File: src/rtl/dds_pkg.sv
// Shared definitions for the DDS front end: phase width, defaults, word type, run state.
package dds_pkg;

   localparam int unsigned PHASE_W   = 10;
   localparam int unsigned ACC_W_DEF = 24;
   localparam int unsigned DIV_DEF   = 50;

   // Tuning word at the default accumulator width
   typedef logic [ACC_W_DEF-1:0] fw_t;

   typedef enum logic {
      StIdle = 1'b0,
      StRun  = 1'b1
   } state_t;

endpackage

File: src/rtl/tick_gen.sv
// Sample-rate prescaler: one tick every DIV clocks while running; clr restarts the period.
module tick_gen
   import dds_pkg::*;
#(
   parameter int unsigned DIV = DIV_DEF
) (
   input  logic i_clk,
   input  logic i_rst_n,
   input  logic i_run,
   input  logic i_clr,
   output logic o_tick
);

   localparam int unsigned CNT_W = (DIV > 1) ? $clog2(DIV) : 1;

   logic [CNT_W-1:0] r_cnt;
   logic             w_last;

   assign w_last = (r_cnt == CNT_W'(DIV - 1));
   assign o_tick = i_run && w_last && !i_clr;

   // Count 0..DIV-1 while running; any stop, clear or wrap returns to 0
   always_ff @(posedge i_clk or negedge i_rst_n) begin
      if (!i_rst_n) begin
         r_cnt <= '0;
      end else if (i_clr || !i_run || w_last) begin
         r_cnt <= '0;
      end else begin
         r_cnt <= r_cnt + 1'b1;
      end
   end

endmodule

File: src/rtl/phase_acc.sv
// Phase accumulator with double-buffered tuning word; emits the sine-stage phase address.
module phase_acc
   import dds_pkg::*;
#(
   parameter int unsigned     ACC_W    = ACC_W_DEF,
   parameter int unsigned     DIV      = DIV_DEF,
   parameter logic [ACC_W-1:0] FW_RESET = '0
) (
   input  logic               i_clk,
   input  logic               i_rst_n,
   input  logic               i_en,
   input  logic               i_clr,
   input  logic [ACC_W-1:0]   i_fw_data,
   input  logic               i_fw_valid,
   output logic               o_fw_ready,
   output logic [PHASE_W-1:0] o_phase,
   output logic               o_phase_valid,
   output logic               o_wrap
);

   state_t               r_state;
   logic                 w_run;
   logic                 w_tick;
   logic                 w_xfer;
   logic [ACC_W:0]       w_sum;

   logic [ACC_W-1:0]     r_acc;
   logic [ACC_W-1:0]     r_active;
   logic [ACC_W-1:0]     r_pend;
   logic                 r_pend_full;
   logic [PHASE_W-1:0]   r_phase;
   logic                 r_phase_valid;
   logic                 r_wrap;

   // The edge entering RUN leaves the prescaler at 0; dropping en stops it on the same edge
   assign w_run  = (r_state == StRun) && i_en;
   assign w_xfer = i_fw_valid && !r_pend_full;
   assign w_sum  = {1'b0, r_acc} + {1'b0, r_active};

   assign o_fw_ready    = !r_pend_full;
   assign o_phase       = r_phase;
   assign o_phase_valid = r_phase_valid;
   assign o_wrap        = r_wrap;

   tick_gen #(
      .DIV (DIV)
   ) u_tick_gen (
      .i_clk   (i_clk),
      .i_rst_n (i_rst_n),
      .i_run   (w_run),
      .i_clr   (i_clr),
      .o_tick  (w_tick)
   );

   // Run state follows en
   always_ff @(posedge i_clk or negedge i_rst_n) begin
      if (!i_rst_n) begin
         r_state <= StIdle;
      end else begin
         r_state <= i_en ? StRun : StIdle;
      end
   end

   // Accumulate on each tick; clr zeroes the phase and suppresses the strobe
   always_ff @(posedge i_clk or negedge i_rst_n) begin
      if (!i_rst_n) begin
         r_acc         <= '0;
         r_phase       <= '0;
         r_phase_valid <= 1'b0;
         r_wrap        <= 1'b0;
      end else if (i_clr) begin
         r_acc         <= '0;
         r_phase       <= '0;
         r_phase_valid <= 1'b0;
         r_wrap        <= 1'b0;
      end else if (w_tick) begin
         r_acc         <= w_sum[ACC_W-1:0];
         r_phase       <= w_sum[ACC_W-1 -: PHASE_W];
         r_phase_valid <= 1'b1;
         r_wrap        <= w_sum[ACC_W];
      end else begin
         r_phase_valid <= 1'b0;
         r_wrap        <= 1'b0;
      end
   end

   // Pending/active word buffers: capture when empty, commit only on a sample boundary
   always_ff @(posedge i_clk or negedge i_rst_n) begin
      if (!i_rst_n) begin
         r_active    <= FW_RESET;
         r_pend      <= '0;
         r_pend_full <= 1'b0;
      end else if (w_tick && r_pend_full) begin
         r_active    <= r_pend;
         r_pend_full <= 1'b0;
      end else if (w_xfer) begin
         r_pend      <= i_fw_data;
         r_pend_full <= 1'b1;
      end
   end

endmodule
File: config.mk
export PLATFORM = sky130hd
export DESIGN_NAME = phase_acc
export DESIGN_NICKNAME = d
export VERILOG_FILES = /design/src/rtl/dds_pkg.sv /design/src/rtl/tick_gen.sv /design/src/rtl/phase_acc.sv
export SDC_FILE = /design/constraint.sdc
export NUM_CORES = 1
export LEC_CHECK = 0
export BUFFER_PORTS_ARGS = -buffer_cell sky130_fd_sc_hd__buf_2
export CORE_MARGIN = 3
export CORE_UTILIZATION = 64
export CTS_CLUSTER_DIAMETER = 120
export DETAILED_ROUTE_END_ITERATION = 7
export PLACE_DENSITY = 0.94
export SLEW_MARGIN = 25
export SYNTH_ARGS = -nofsm -noshare
export SYNTH_HDL_FRONTEND = slang
export SYNTH_SLANG_ARGS = --single-unit
File: constraint.sdc
create_clock -name i_clk -period 3.9 [get_ports i_clk]
set_input_delay 0.975 -clock i_clk [delete_from_list [all_inputs] [get_ports i_clk]]
set_output_delay 0.975 -clock i_clk [all_outputs]
set_load 0.01 [all_outputs]
# Yosys cells after proc, flatten, opt, wreduce, memory -nomap -nowiden
# Cells that the tools add are included.
dict set report word_totals {
  register_bits 92
  out_inout_bits 13
  input_bits 29
  elab_cells 38
}
dict set report op_classes {
  mux 12
  eq_ne 1
  bitwise_logic 1
  n_reduce_logical 13
  addsub 2
}
# op n
set op_table {}
lappend op_table {{24-bit 2-to-1 mux} 2}
lappend op_table {{24-bit by 24-bit adder with 25-bit output} 1}
lappend op_table {{10-bit 2-to-1 mux} 2}
lappend op_table {{1-bit 2-to-1 mux} 7}
lappend op_table {{6-bit by 1-bit adder with 6-bit output, second input constant} 1}
lappend op_table {{6-bit equality test, second input constant} 1}
lappend op_table {{6-bit 2-to-1 mux} 1}
lappend op_table {{1-bit logical AND} 5}
lappend op_table {{2-bit nonzero test} 2}
lappend op_table {{1-bit zero test} 3}
lappend op_table {{1-bit logical OR} 2}
lappend op_table {{2-bit AND reduction} 1}
lappend op_table {{1-bit inverter} 1}

# Longest topological paths before layout
# Gate-level depths: netlist of the first run.
dict set report depth {
  word_depth 6
  depth_mapped 9
}

# Cells and area by module
# From an unflattened synthesis of the first run, not the netlist that was laid out.
dict set report unflattened {
  cells_unflattened 438
  hier_area_um2 4678.2
}
# module seq_area_each_um2 area_per_inst_um2 instances cells_per_inst
set modules_own_cells {}
lappend modules_own_cells {phase_acc 1901.8 4381.7 1 410}
lappend modules_own_cells {tick_gen 150.1 296.5 1 28}

# Worst setup path after synthesis of the first run
# No wires, ideal clock.
dict set report synth_path {
  kind {register to register}
  start {register r_acc[0]}
  end {register r_acc[22]}
  setup_slack_ps 1725
  required_time_ps 3779
  arrival_ps 2054
  stages_incl_launch_ff 10
  period_less_slack_ps 2175
  path_cell_list {dfrtp_1 > ha_1 > fa_1 > a211oi_1 > o21ai_1 > and2_1 > a21oi_1 > o31ai_1 > xor2_1 > a22o_1}
}
dict set report synth_between {
  elab_chain_len 3
}
# element line
set synth_rtl {}
lappend synth_rtl {{start, declared} phase_acc.sv:27} ;# logic [ACC_W-1:0] r_acc;
lappend synth_rtl {{start signal, assigned} phase_acc.sv:77} ;# r_acc <= w_sum[ACC_W-1:0];
lappend synth_rtl {{24-bit by 24-bit adder with 25-bit output} phase_acc.sv:38} ;# assign w_sum = {1'b0, r_acc} + {1'b0, r_active};
lappend synth_rtl {{24-bit 2-to-1 mux} phase_acc.sv:76} ;# end else if (w_tick) begin
lappend synth_rtl {{24-bit 2-to-1 mux} phase_acc.sv:71} ;# end else if (i_clr) begin
# No other way between the ends. The select of a mux whose other input is x is not followed.
# A chain may end at the register's enable or synchronous reset.

# Final worst setup path of the first run
# Ends and elaborated chain as after synthesis.

==> out/qor.csv, run 1 <==
stage,metric,value,unit
power,Power Density,318.1,nW/µm²
worst_hold_path,min-delay worst type,reg -> reg,
setup_path,WS Path Type,reg -> reg,
clock_network,CTS tree,built,
power,VDD IR max,274.1,µV
logic_synthesis,Syn Area/Cell,11.11,µm²
route,Via density,5.959,
logic_synthesis,Yosys warnings,0,
logic_synthesis,post-synth top area share,45.96,%
timing,f_max,392.7,MHz
route,1st-pass router iterations,4,
timing,Min Hold Slack,0.4901,ns
setup_path,crit path cell chain,"ha_1, fa_1, a211oi_1, o21ai_1, and2_1, a21oi_1, o31ai_1, xor2_1, a22o_1",
logic_synthesis,share of flip-flops with an asynchronous set or reset,100.0,%
global_routing,largest net degree at the start of global routing,83,
setup_path,Worst Path Max Fanout,3,
clock_network,Clock Sinks,82,
setup_path,CP required,4.15,ns
route,total number of vias,3164,
worst_hold_path,WHS Endpoint,r_active[8],
timing,fin crit period,2.547,ns
worst_hold_path,hold path start,r_pend[8],
final_layout,Nets,489,
logic_synthesis,synthesized flop and latch total,82,
final_layout,Non-Filler Instances,531,
placement,Place WS,1.442,ns
logic_synthesis,ys flop type,dfrtp_1,
clock_network,worst-skew pair later-pin latency,0.36,ns
route,final WL,8.725,mm
route,# DRC,0,
setup_path,Slowest cell on crit path,fa_1,
logic_synthesis,Synth area leaders,"dfrtp_1 (46%), mux2_2 (12%), ha_1 (7.3%), a22o_1 (4.1%), a21oi_1 (2.8%)",
clock_network,number of post-CTS setup repair buffers,0,
global_routing,GR Overflow Total,0,
timing,unrepaired setup endpoints after global routing,no,
clock_network,total CTS buffers,9,
die,core area,6568,µm²
clock_network,post_cts resized,0,
final_layout,Antenna Cells,0,
setup_path,Worst R2R Setup Slack,1.35,ns
clock_network,CTS Hold Bufs,0,
placement,Placed Cells incl. Taps,515,
die,cell row count,29,
final_layout,area grow syn2layout,8.436,%
timing,setup TNS,0,ns
die,Die Ht,89.52,µm
timing,setup ws final,1.353,ns
clock_network,H-tree levels,3,
setup_path,Worst R2R End,r_acc[22],
logic_synthesis,Synth Cell Area,4464,µm²
die,die area,8014,µm²
timing,Slew Limit Fails,0,
global_routing,initial antenna violation count,0,
clock_network,CTS max path bufs,2,
timing,relative slew slack,52.21,%
setup_path,worst r2r path cells,9,
final_layout,layout cells sized above 1,27.40,%
timing,Fin. Hold Viols,0,
die,Die Wd,89.52,µm
placement,RePlAce Congestion,0.8926,
route,Antenna Nets Post-Route,0,
setup_path,Worst path max stage delay,0.44,ns
timing,Worst Skew,0.008686,ns
clock_network,clock root buffer,clkbuf_8,
setup_path,Worst Setup End Kind,flop,
global_routing,first-pass GRT wire length,14.17,mm
flow_run,max cap viols,0,
global_routing,Total GRT Usage,23.28,%
logic_synthesis,Syn Nets,458,
logic_synthesis,post-synthesis sequential area ratio,45.96,%
die,Initial Util,67.97,%
logic_synthesis,"EDFF count, synth",0,
setup_path,CP Data Arrival Time,2.80,ns
die,I/O pin cnt,42,
setup_path,reg2reg start,r_acc[0],
placement,DP HPWL,6.307,mm
route,initial DRC count,139,
setup_path,Setup crit start kind,flop,
placement,Port Buffers,41,
logic_synthesis,Post-Synthesis Cells,402,
timing,Worst Tran Pin Value,0.7168,ns
logic_synthesis,"count leader, synth",dfrtp_1,
logic_synthesis,top cell type by total area after synthesis,dfrtp_1,
clock_network,clock-pin slew on the worst setup and hold paths,0.09,ns
power,P_leak,2.369,nW
timing,setup violators final,0,
outcome,outcome,completed,
global_routing,vias in the first global route,3080,
logic_synthesis,Netlist cell types,52,
logic_synthesis,leading post-synthesis cells by instance count,"dfrtp_1 (82), mux2_2 (47), nand2_1 (30)",
route,DR WL/cell,16.43,µm
timing,fin crit share,65.30,%
worst_hold_path,WHS Path Cells,1,
[sequential cells by signal (all words and copies together), names as in the netlist]
signal,count
r_acc,24
r_active,24
r_pend,24
u_tick_gen.r_cnt,6
o_phase_valid,1
o_wrap,1
r_pend_full,1
r_state,1
[cells by family after synthesis]
family / synth area share, %
buffers and inverters: 4.624
AO/OA/AOI/OAI: 15.05
AND/OR/NAND/NOR: 9.950
XOR/XNOR: 4.316
adder cells (fa/ha/maj): 7.735
multiplexers: 12.36
flip-flops: 45.96
[layer usage]
layer | global-route usage (%) | routed length (µm)
met3 | 5.806 | 416
met2 | 38.25 | 4352
met4 | 8.254 | 127
met1 | 30.01 | 3829
met5 | 0 | 0
[worst max path at each step]
stage                         from           to  slack, ns  depth (start not counted)
after floorplan           r_acc[0]    r_acc[22]       1.72                          9
after global placement    r_acc[0]    r_acc[22]       1.48                          9
after detailed placement      i_en  r_active[7]       1.44                          6
after CTS                 r_acc[0]    r_acc[22]       1.37                          9
after global routing      r_acc[0]    r_acc[22]       1.20                          9
final                     r_acc[0]    r_acc[22]       1.35                          9
[final cells by class]
type,instances,area (µm²)
Multi-Input combinational cell,285,2208
Tap cell,93,116.4
Sequential cell,82,2052
Fill cell,471,1727
Timing Repair Buffer,44,234.0
Clock buffer,10,137.6
Inverter,11,41.29
Clock inverter,6,51.30
[through the flow]
step	area, µm²	power [mW]	utilization (%)
6_report	4841	1.540	73.71
3_5_place_dp	4648	0.9795	70.78
3_3_place_gp	4648	0.9729	70.78
5_1_grt	4841	1.596	73.71
4_1_cts	4837	1.554	73.65
2_1_floorplan	4464	0.9368	-
[power by group]
group	switching [mW]	total, mW	internal (mW)
registers	0.0155	0.895	0.879
clock network	0.325	0.579	0.255
logic	0.0327	0.0656	0.0329
[critical path: cells and delay by family (launching register included)]
family                   cells  cell delay (ns)
AO/OA/AOI/OAI                5             1.02
adder cells (fa/ha/maj)      2             0.68
flip-flops                   1             0.40
AND/OR/NAND/NOR              1             0.17
XOR/XNOR                     1             0.16
[cells in the final DEF, fill, tap and decap left out, types with 2 or more instances in the layout]
master / Yosys / final
a211oi_1: 2 / 2
a21o_1: 2 / 2
a21oi_1: 25 / 25
a21oi_2: 5 / 5
a22o_1: 21 / 21
a31oi_1: 2 / 2
a32o_1: 2 / 2
and3_1: 3 / 3
buf_2: 3 / 40
buf_4: 12 / 3
clkbuf_8: 1 / 10
clkinv_4: 0 / 2
clkinvlp_4: 0 / 3
dfrtp_1: 82 / 82
ha_1: 26 / 26
inv_1: 11 / 11
mux2_1: 2 / 2
mux2_2: 47 / 47
nand2_1: 30 / 30
nand2b_1: 3 / 3
nand3_1: 6 / 6
nand4_1: 7 / 7
nor2_1: 28 / 28
nor2b_1: 3 / 2
nor3_1: 3 / 3
nor3_4: 2 / 2
o2111ai_1: 2 / 2
o211ai_1: 2 / 2
o21a_1: 4 / 4
o21ai_0: 15 / 15
o21ai_1: 2 / 2
o21bai_1: 2 / 2
xnor2_1: 12 / 12
xor2_1: 10 / 10
No activity file was read; power rests on OpenSTA's default activity.
==> inputs of run 2 (changes only) <==
Settings changed: CORE_UTILIZATION 64 to 54, PLACE_DENSITY 0.94 to 0.86.
Clock period 3.9 ns to 2.2 ns, I/O delays scaled along.
==> out/qor.csv, run 2 (same netlist as run 1, synthesis figures left out) <==
stage,metric,value,unit,change
outcome,outcome,"complete, but fails checks",,was completed
outcome,failing checks,negative setup slack,,
setup_path,Worst Path Max Fanout,3,,unchanged
final_layout,Regs by FF count,"r_acc (24), r_active (24), r_pend (24)",,unchanged
route,total number of vias,3326,,was 3164
global_routing,GR Overflow Total,0,,unchanged
route,final WL,9.809,mm,was 8.725 mm
die,Initial Util,56.60,%,was 67.97%
die,core area,7888,µm²,was 6568 µm²
timing,Fin. Hold Viols,0,,unchanged
global_routing,vias in the first global route,3429,,was 3080
power,sequential share of power,59.1,%,was 58.1%
power,Power Density,509.9,nW/µm²,was 318.1 nW/µm²
setup_path,Worst R2R Setup Slack,-0.03,ns,was 1.35 ns
setup_path,Worst R2R End,r_acc[20],,was r_acc[22]
clock_network,total CTS buffers,9,,unchanged
power,VDD IR max,485.9,µV,was 274.1 µV
worst_hold_path,min-delay worst type,in -> async,,was reg -> reg
die,Die Ht,96.93,µm,was 89.52 µm
timing,fin crit period,2.234,ns,was 2.547 ns
global_routing,Total GRT Usage,21.51,%,was 23.28%
global_routing,gr busiest metal,met2,,unchanged
clock_network,CTS tree,built,,unchanged
setup_path,Worst Setup End Kind,flop,,unchanged
timing,Worst Tran Pin Value,0.4705,ns,was 0.7168 ns
die,I/O pin cnt,42,,unchanged
timing,setup TNS,-0.05842,ns,was 0 ns
final_layout,Antenna Cells,0,,unchanged
setup_path,Setup crit start kind,flop,,unchanged
route,1st-pass router iterations,4,,unchanged
power,combinational fraction of design power,4.5,%,was 4.3%
power,part of the power in the clock network,36.4,%,was 37.6%
timing,Worst Skew,0.005473,ns,was 0.008686 ns
route,# DRC,0,,unchanged
timing,setup violators final,2,,was 0
route,Via density,5.754,,was 5.959
power,Power Total,2.684,mW,was 1.540 mW
die,cell row count,32,,was 29
timing,f_max,447.6,MHz,was 392.7 MHz
power,Sw Ratio,23.26,%,was 24.21%
clock_network,Clock Sinks,82,,unchanged
route,Antenna Nets Post-Route,0,,unchanged
setup_path,worst r2r path cells,9,,unchanged
power,P_leak,2.552,nW,was 2.369 nW
placement,DP HPWL,7.155,mm,was 6.307 mm
timing,relative slew slack,68.63,%,was 52.21%
setup_path,WS Path Type,reg -> reg,,unchanged
final_layout,most frequent cells in the layout,"dfrtp_1 (82), mux2_2 (47), buf_2 (40), buf_4 (40), nand2_1 (30)",,"was dfrtp_1 (82), mux2_2 (47), buf_2 (40)"
timing,setup ws final,-0.03427,ns,was 1.353 ns
setup_path,CP Data Arrival Time,2.48,ns,was 2.80 ns
power,switching pwr,0.6244,mW,was 0.3729 mW
route,DR WL/cell,16.97,µm,was 16.43 µm
global_routing,initial antenna violation count,0,,unchanged
final_layout,area grow syn2layout,17.91,%,was 8.436%
global_routing,M1 GR Usage,28.47,%,was 30.01%
clock_network,clock-pin slew on the worst setup and hold paths,0.08,ns,was 0.09 ns
die,Die Wd,96.93,µm,was 89.52 µm
clock_network,worst-skew pair later-pin latency,0.35,ns,was 0.36 ns
global_routing,M3 GR Usage,3.893,%,was 5.806%
global_routing,M2 GR Usage,36.36,%,was 38.25%
clock_network,CTS max path bufs,2,,unchanged
final_layout,"commonest non-fill, non-tap cell in the layout",dfrtp_1,,unchanged
timing,Slew Limit Fails,0,,unchanged
die,die area,9394,µm²,was 8014 µm²
final_layout,Nets,527,,was 489
power,Int Pwr,2.060,mW,was 1.167 mW
placement,RePlAce Congestion,0.8929,,was 0.8926
timing,unrepaired setup endpoints after global routing,yes,,was no
global_routing,first-pass GRT wire length,16.66,mm,was 14.17 mm
final_layout,layout cells sized above 1,37.18,%,was 27.40%
timing,fin crit share,101.6,%,was 65.30%
clock_network,H-tree levels,3,,unchanged
setup_path,reg2reg start,r_acc[0],,unchanged
clock_network,clock root buffer,clkbuf_8,,unchanged
global_routing,largest net degree at the start of global routing,49,,was 83
setup_path,CP required,2.44,ns,was 4.15 ns
flow_run,max cap viols,0,,unchanged
setup_path,CP startpoint,r_acc[0],,unchanged
placement,Port Buffers,41,,unchanged
route,initial DRC count,118,,was 139
## run 2: worst max-delay path, cell delays in order, from the launching register on
cell,delay (ns)
dfrtp_1,0.41
ha_2,0.20
fa_2,0.36
a211oi_2,0.24
o21ai_1,0.09
nand2_1,0.13
o211ai_1,0.19
a31oi_1,0.25
xnor2_1,0.10
a22o_1,0.17
## run 2: per-layer routing
| layer | vias up | part of all wire (%) |
|---|---|---|
| li1 | 1582 | - |
| met1 | 1654 | 45 |
| met2 | 73 | 50 |
| met3 | 17 | 3.2 |
| met4 | 0 | 1.8 |
| met5 | - | 0 |
## run 2: power groups by stage
stage	combinational [mW]	sequential, mW	clock (mW)
2_1_floorplan	0.0547	1.61	0
3_3_place_gp	0.117	1.61	0
3_5_place_dp	0.125	1.62	0
4_1_cts	0.125	1.59	1.00
5_1_grt	0.137	1.59	1.07
6_report	0.122	1.59	0.977
## run 2: how the worst max path moves through the flow
| stage | slack [ns] | end |
|---|---|---|
| final | -0.03 | r_acc[20] |
| after floorplan | 0.02 | r_acc[22] |
| after global routing | -0.14 | r_acc[20] |
| after CTS | -0.01 | r_acc[23] |
| after detailed placement | -0.16 | o_wrap |
| after global placement | -0.05 | r_acc[22] |
## run 2: per-stage QoR
step / cells / hold slack, ns / util [%] / worst slack [ns] / cell area, µm²
3_5_place_dp: 548 / 0.4837 / 61.52 / -0.1609 / 4852
2_1_floorplan: 402 / 0.2544 / - / 0.02458 / 4464
6_report: 578 / 0.1479 / 66.74 / -0.03427 / 5264
4_1_cts: 568 / 0.1502 / 64.82 / -0.01368 / 5112
5_1_grt: 578 / 0.1661 / 66.74 / -0.1394 / 5264
3_3_place_gp: 548 / 0.4674 / 61.52 / -0.05368 / 4852
## run 2: repair_timing
action                                  in CTS  in global routing
pin swaps                                    7                 26
resized for setup                           12                 18
endpoints found under the setup margin      13                 17
buffers inserted                             4                 10
hold buffers                                 0                  0
## run 2: layout make-up
class | instances | area, µm²
repair buffers | 82 | 531.8
fillers | 627 | 2624
clock inverters | 4 | 27.53
well taps | 102 | 127.6
inverters | 11 | 41.29
multi-input cells | 285 | 2338
flip-flops and latches | 82 | 2052
clock buffers | 12 | 145.1
==> inputs of run 3 (changes only) <==
Settings changed: ABC_AREA set to 1, PLACE_DENSITY 0.86 to 0.85.
==> out/qor.csv, run 3 <==
stage,metric,value,unit,change
logic_synthesis,leading post-synthesis cells by instance count,"nand2_1 (287), inv_1 (85), dfrtp_1 (82)",,"was dfrtp_1 (82), mux2_2 (47), nand2_1 (30)"
logic_synthesis,Syn Nets,718,,was 458
setup_path,Worst R2R Setup Slack,0.21,ns,was -0.03 ns
logic_synthesis,synthesized flop and latch total,82,,unchanged
route,Antenna Nets Post-Route,0,,unchanged
logic_synthesis,Post-Synthesis Cells,662,,was 402
timing,Min Hold Slack,0.01474,ns,was 0.1479 ns
timing,f_max,501.6,MHz,was 447.6 MHz
timing,setup TNS,0,ns,was -0.05842 ns
clock_network,total CTS buffers,9,,unchanged
logic_synthesis,Yosys warnings,0,,unchanged
timing,fin crit share,90.61,%,was 101.6%
setup_path,CP Data Arrival Time,2.25,ns,was 2.48 ns
final_layout,Nets,756,,was 527
final_layout,layout cells sized above 1,13.07,%,was 37.18%
route,DR WL/cell,13.55,µm,was 16.97 µm
setup_path,WS Path Type,reg -> reg,,unchanged
clock_network,CTS tree,built,,unchanged
final_layout,"commonest non-fill, non-tap cell in the layout",nand2_1,,was dfrtp_1
clock_network,worst-skew pair later-pin latency,0.36,ns,was 0.35 ns
route,total number of vias,4212,,was 3326
setup_path,Worst Setup End Kind,flop,,unchanged
placement,RePlAce Congestion,0.9510,,was 0.8929
route,initial DRC count,228,,was 118
placement,"Cell Area, Placed",5160,µm²,was 4852 µm²
timing,unrepaired setup endpoints after global routing,no,,was yes
logic_synthesis,largest family of logic cells by synthesized area,simple AND/OR/NAND/NOR gates,,was compound AO/OA/AOI/OAI gates
timing,Slew Limit Fails,0,,unchanged
outcome,outcome,completed,,"was complete, but fails checks"
global_routing,largest net degree at the start of global routing,48,,was 49
clock_network,clock root buffer,clkbuf_8,,unchanged
logic_synthesis,"EDFF count, synth",0,,unchanged
timing,fin crit period,1.993,ns,was 2.234 ns
power,Power Density,539.1,nW/µm²,was 509.9 nW/µm²
logic_synthesis,top cell type by total area after synthesis,dfrtp_1,,unchanged
die,I/O pin cnt,42,,unchanged
global_routing,initial antenna violation count,0,,unchanged
final_layout,area grow syn2layout,9.638,%,was 17.91%
logic_synthesis,share of flip-flops with an asynchronous set or reset,100.0,%,unchanged
timing,Fin. Hold Viols,0,,unchanged
route,# DRC,0,,unchanged
global_routing,Total GRT Usage,22.61,%,was 21.51%
die,Initial Util,56.00,%,was 56.60%
timing,Worst Tran Pin Value,0.4556,ns,was 0.4705 ns
setup_path,Setup crit start kind,flop,,unchanged
logic_synthesis,Netlist cell types,28,,was 52
clock_network,CTS max path bufs,2,,unchanged
final_layout,most frequent cells in the layout,"nand2_1 (287), inv_1 (85), dfrtp_1 (82)",,"was dfrtp_1 (82), mux2_2 (47), buf_2 (40), buf_4 (40), nand2_1 (30)"
die,die area,10270,µm²,was 9394 µm²
power,P_leak,3.187,nW,was 2.552 nW
logic_synthesis,Post-Synth Adder-Cell Area,7.037,%,was 7.735%
worst_hold_path,min-delay worst type,in -> async,,unchanged
timing,Worst Skew,0.01225,ns,was 0.005473 ns
die,core area,8763,µm²,was 7888 µm²
setup_path,worst r2r path cells,13,,was 9
setup_path,CP required,2.46,ns,was 2.44 ns
global_routing,GR Overflow Total,0,,unchanged
logic_synthesis,Syn Area/Cell,7.413,µm²,was 11.11 µm²
logic_synthesis,mux cell area share after synthesis,5.507,%,was 12.36%
setup_path,Worst Path Max Fanout,4,,was 3
logic_synthesis,Synth area leaders,"dfrtp_1 (42%), nand2_1 (22%), ha_1 (6.6%), inv_1 (6.5%), mux2_2 (5.5%)",,"was dfrtp_1 (46%), mux2_2 (12%), ha_1 (7.3%), a22o_1 (4.1%), a21oi_1 (2.8%)"
power,Power Total,2.900,mW,was 2.684 mW
clock_network,number of post-CTS setup repair buffers,0,,was 4
global_routing,first-pass GRT wire length,18.46,mm,was 16.66 mm
die,Die Wd,101.3,µm,was 96.93 µm
clock_network,H-tree levels,3,,unchanged
final_layout,Util after Layout,61.39,%,was 66.74%
logic_synthesis,ys flop type,dfrtp_1,,unchanged
setup_path,Worst R2R End,o_wrap,,was r_acc[20]
logic_synthesis,"count leader, synth",nand2_1,,was dfrtp_1
logic_synthesis,Synth Area in Simple Gates,31.21,%,was 9.950%
setup_path,reg2reg start,r_acc[0],,unchanged
route,Via density,5.187,,was 5.754
logic_synthesis,Compound-Gate Fraction of Synth Area,4.386,%,was 15.05%
timing,relative slew slack,69.58,%,was 68.63%
die,Die Ht,101.3,µm,was 96.93 µm
route,1st-pass router iterations,5,,was 4
timing,setup violators final,0,,was 2
die,cell row count,34,,was 32
logic_synthesis,post-synth top area share,41.82,%,was 45.96%
route,final WL,11.01,mm,was 9.809 mm
flow_run,max cap viols,0,,unchanged
clock_network,clock-pin slew on the worst setup and hold paths,0.09,ns,was 0.08 ns
placement,Port Buffers,41,,unchanged
clock_network,Clock Sinks,82,,unchanged
clock_network,CTS Hold Bufs,0,,unchanged
global_routing,vias in the first global route,4103,,was 3429
power,VDD IR max,339.6,µV,was 485.9 µV
logic_synthesis,post-synthesis sequential area ratio,41.82,%,was 45.96%
clock_network,post_cts resized,0,,was 12
final_layout,Regs by FF count,"r_acc (24), r_active (24), r_pend (24)",,unchanged
final_layout,Antenna Cells,0,,unchanged
final_layout,Finished Cell Area,5380,µm²,was 5264 µm²
placement,DP HPWL,8.413,mm,was 7.155 mm
logic_synthesis,Synth Area in XOR/XNOR,0.5354,%,was 4.316%
logic_synthesis,Synth Cell Area,4907,µm²,was 4464 µm²
-- run 3: worst max path at each step --
stage | from | to | slack (ns) | cells after the start
6_report | r_acc[0] | o_wrap | 0.21 | 13
5_1_grt | r_acc[0] | o_wrap | 0.05 | 13
4_1_cts | r_acc[0] | o_wrap | 0.15 | 13
3_5_place_dp | r_acc[0] | o_wrap | 0.16 | 13
3_3_place_gp | r_acc[0] | o_wrap | 0.23 | 13
2_1_floorplan | r_acc[0] | o_wrap | 0.37 | 13
-- run 3: logic make-up after synthesis --
family / count (synthesis)
compound gates: 41
xor+xnor: 3
fa+ha+maj: 27
buf+inv: 106
flops: 82
mux: 24
simple gates: 379
-- run 3: routing by layer --
metal	vias up	share of wire, %	global-route usage [%]	wire length, µm
li1	2113	-	-	-
met1	1952	45	29.66	4997
met2	121	46	37.53	5115
met3	26	4.9	2.824	543
met4	0	3.2	10.22	349
met5	-	0	0	0
-- run 3: final cells by class --
class,instances,area (µm²)
Timing Repair Buffer,46,257.7
Sequential cell,82,2052
Multi-Input combinational cell,474,2391
Clock buffer,11,141.4
Fill cell,771,3383
Clock inverter,4,76.32
Tap cell,108,135.1
Inverter,87,326.6
-- run 3: report_power, final --
group | total, mW | switching (mW) | internal [mW]
logic | 0.109 | 0.0559 | 0.0528
clock network | 1.23 | 0.559 | 0.667
registers | 1.57 | 0.0193 | 1.55
total | 2.90 | 0.635 | 2.27
-- run 3: per-stage QoR --
stage	setup slack (ns)	instances
after floorplan	0.3696	662
after global placement	0.2314	797
after detailed placement	0.1636	797
after CTS	0.1533	812
after global routing	0.04980	812
final	0.2065	812
-- run 3: worst max-delay path, stage by stage, from the launching register on --
cell and delay [ns]:
dfrtp_1 0.39, ha_1 0.25, fa_2 0.36, nand2_1 0.09, nand2_1 0.08, and2_1 0.19, nand2_1 0.07, nand2_1 0.07
nand2_1 0.09, nand2_1 0.08, nand2_1 0.06, nand3_1 0.06, nand2_1 0.06, inv_1 0.04
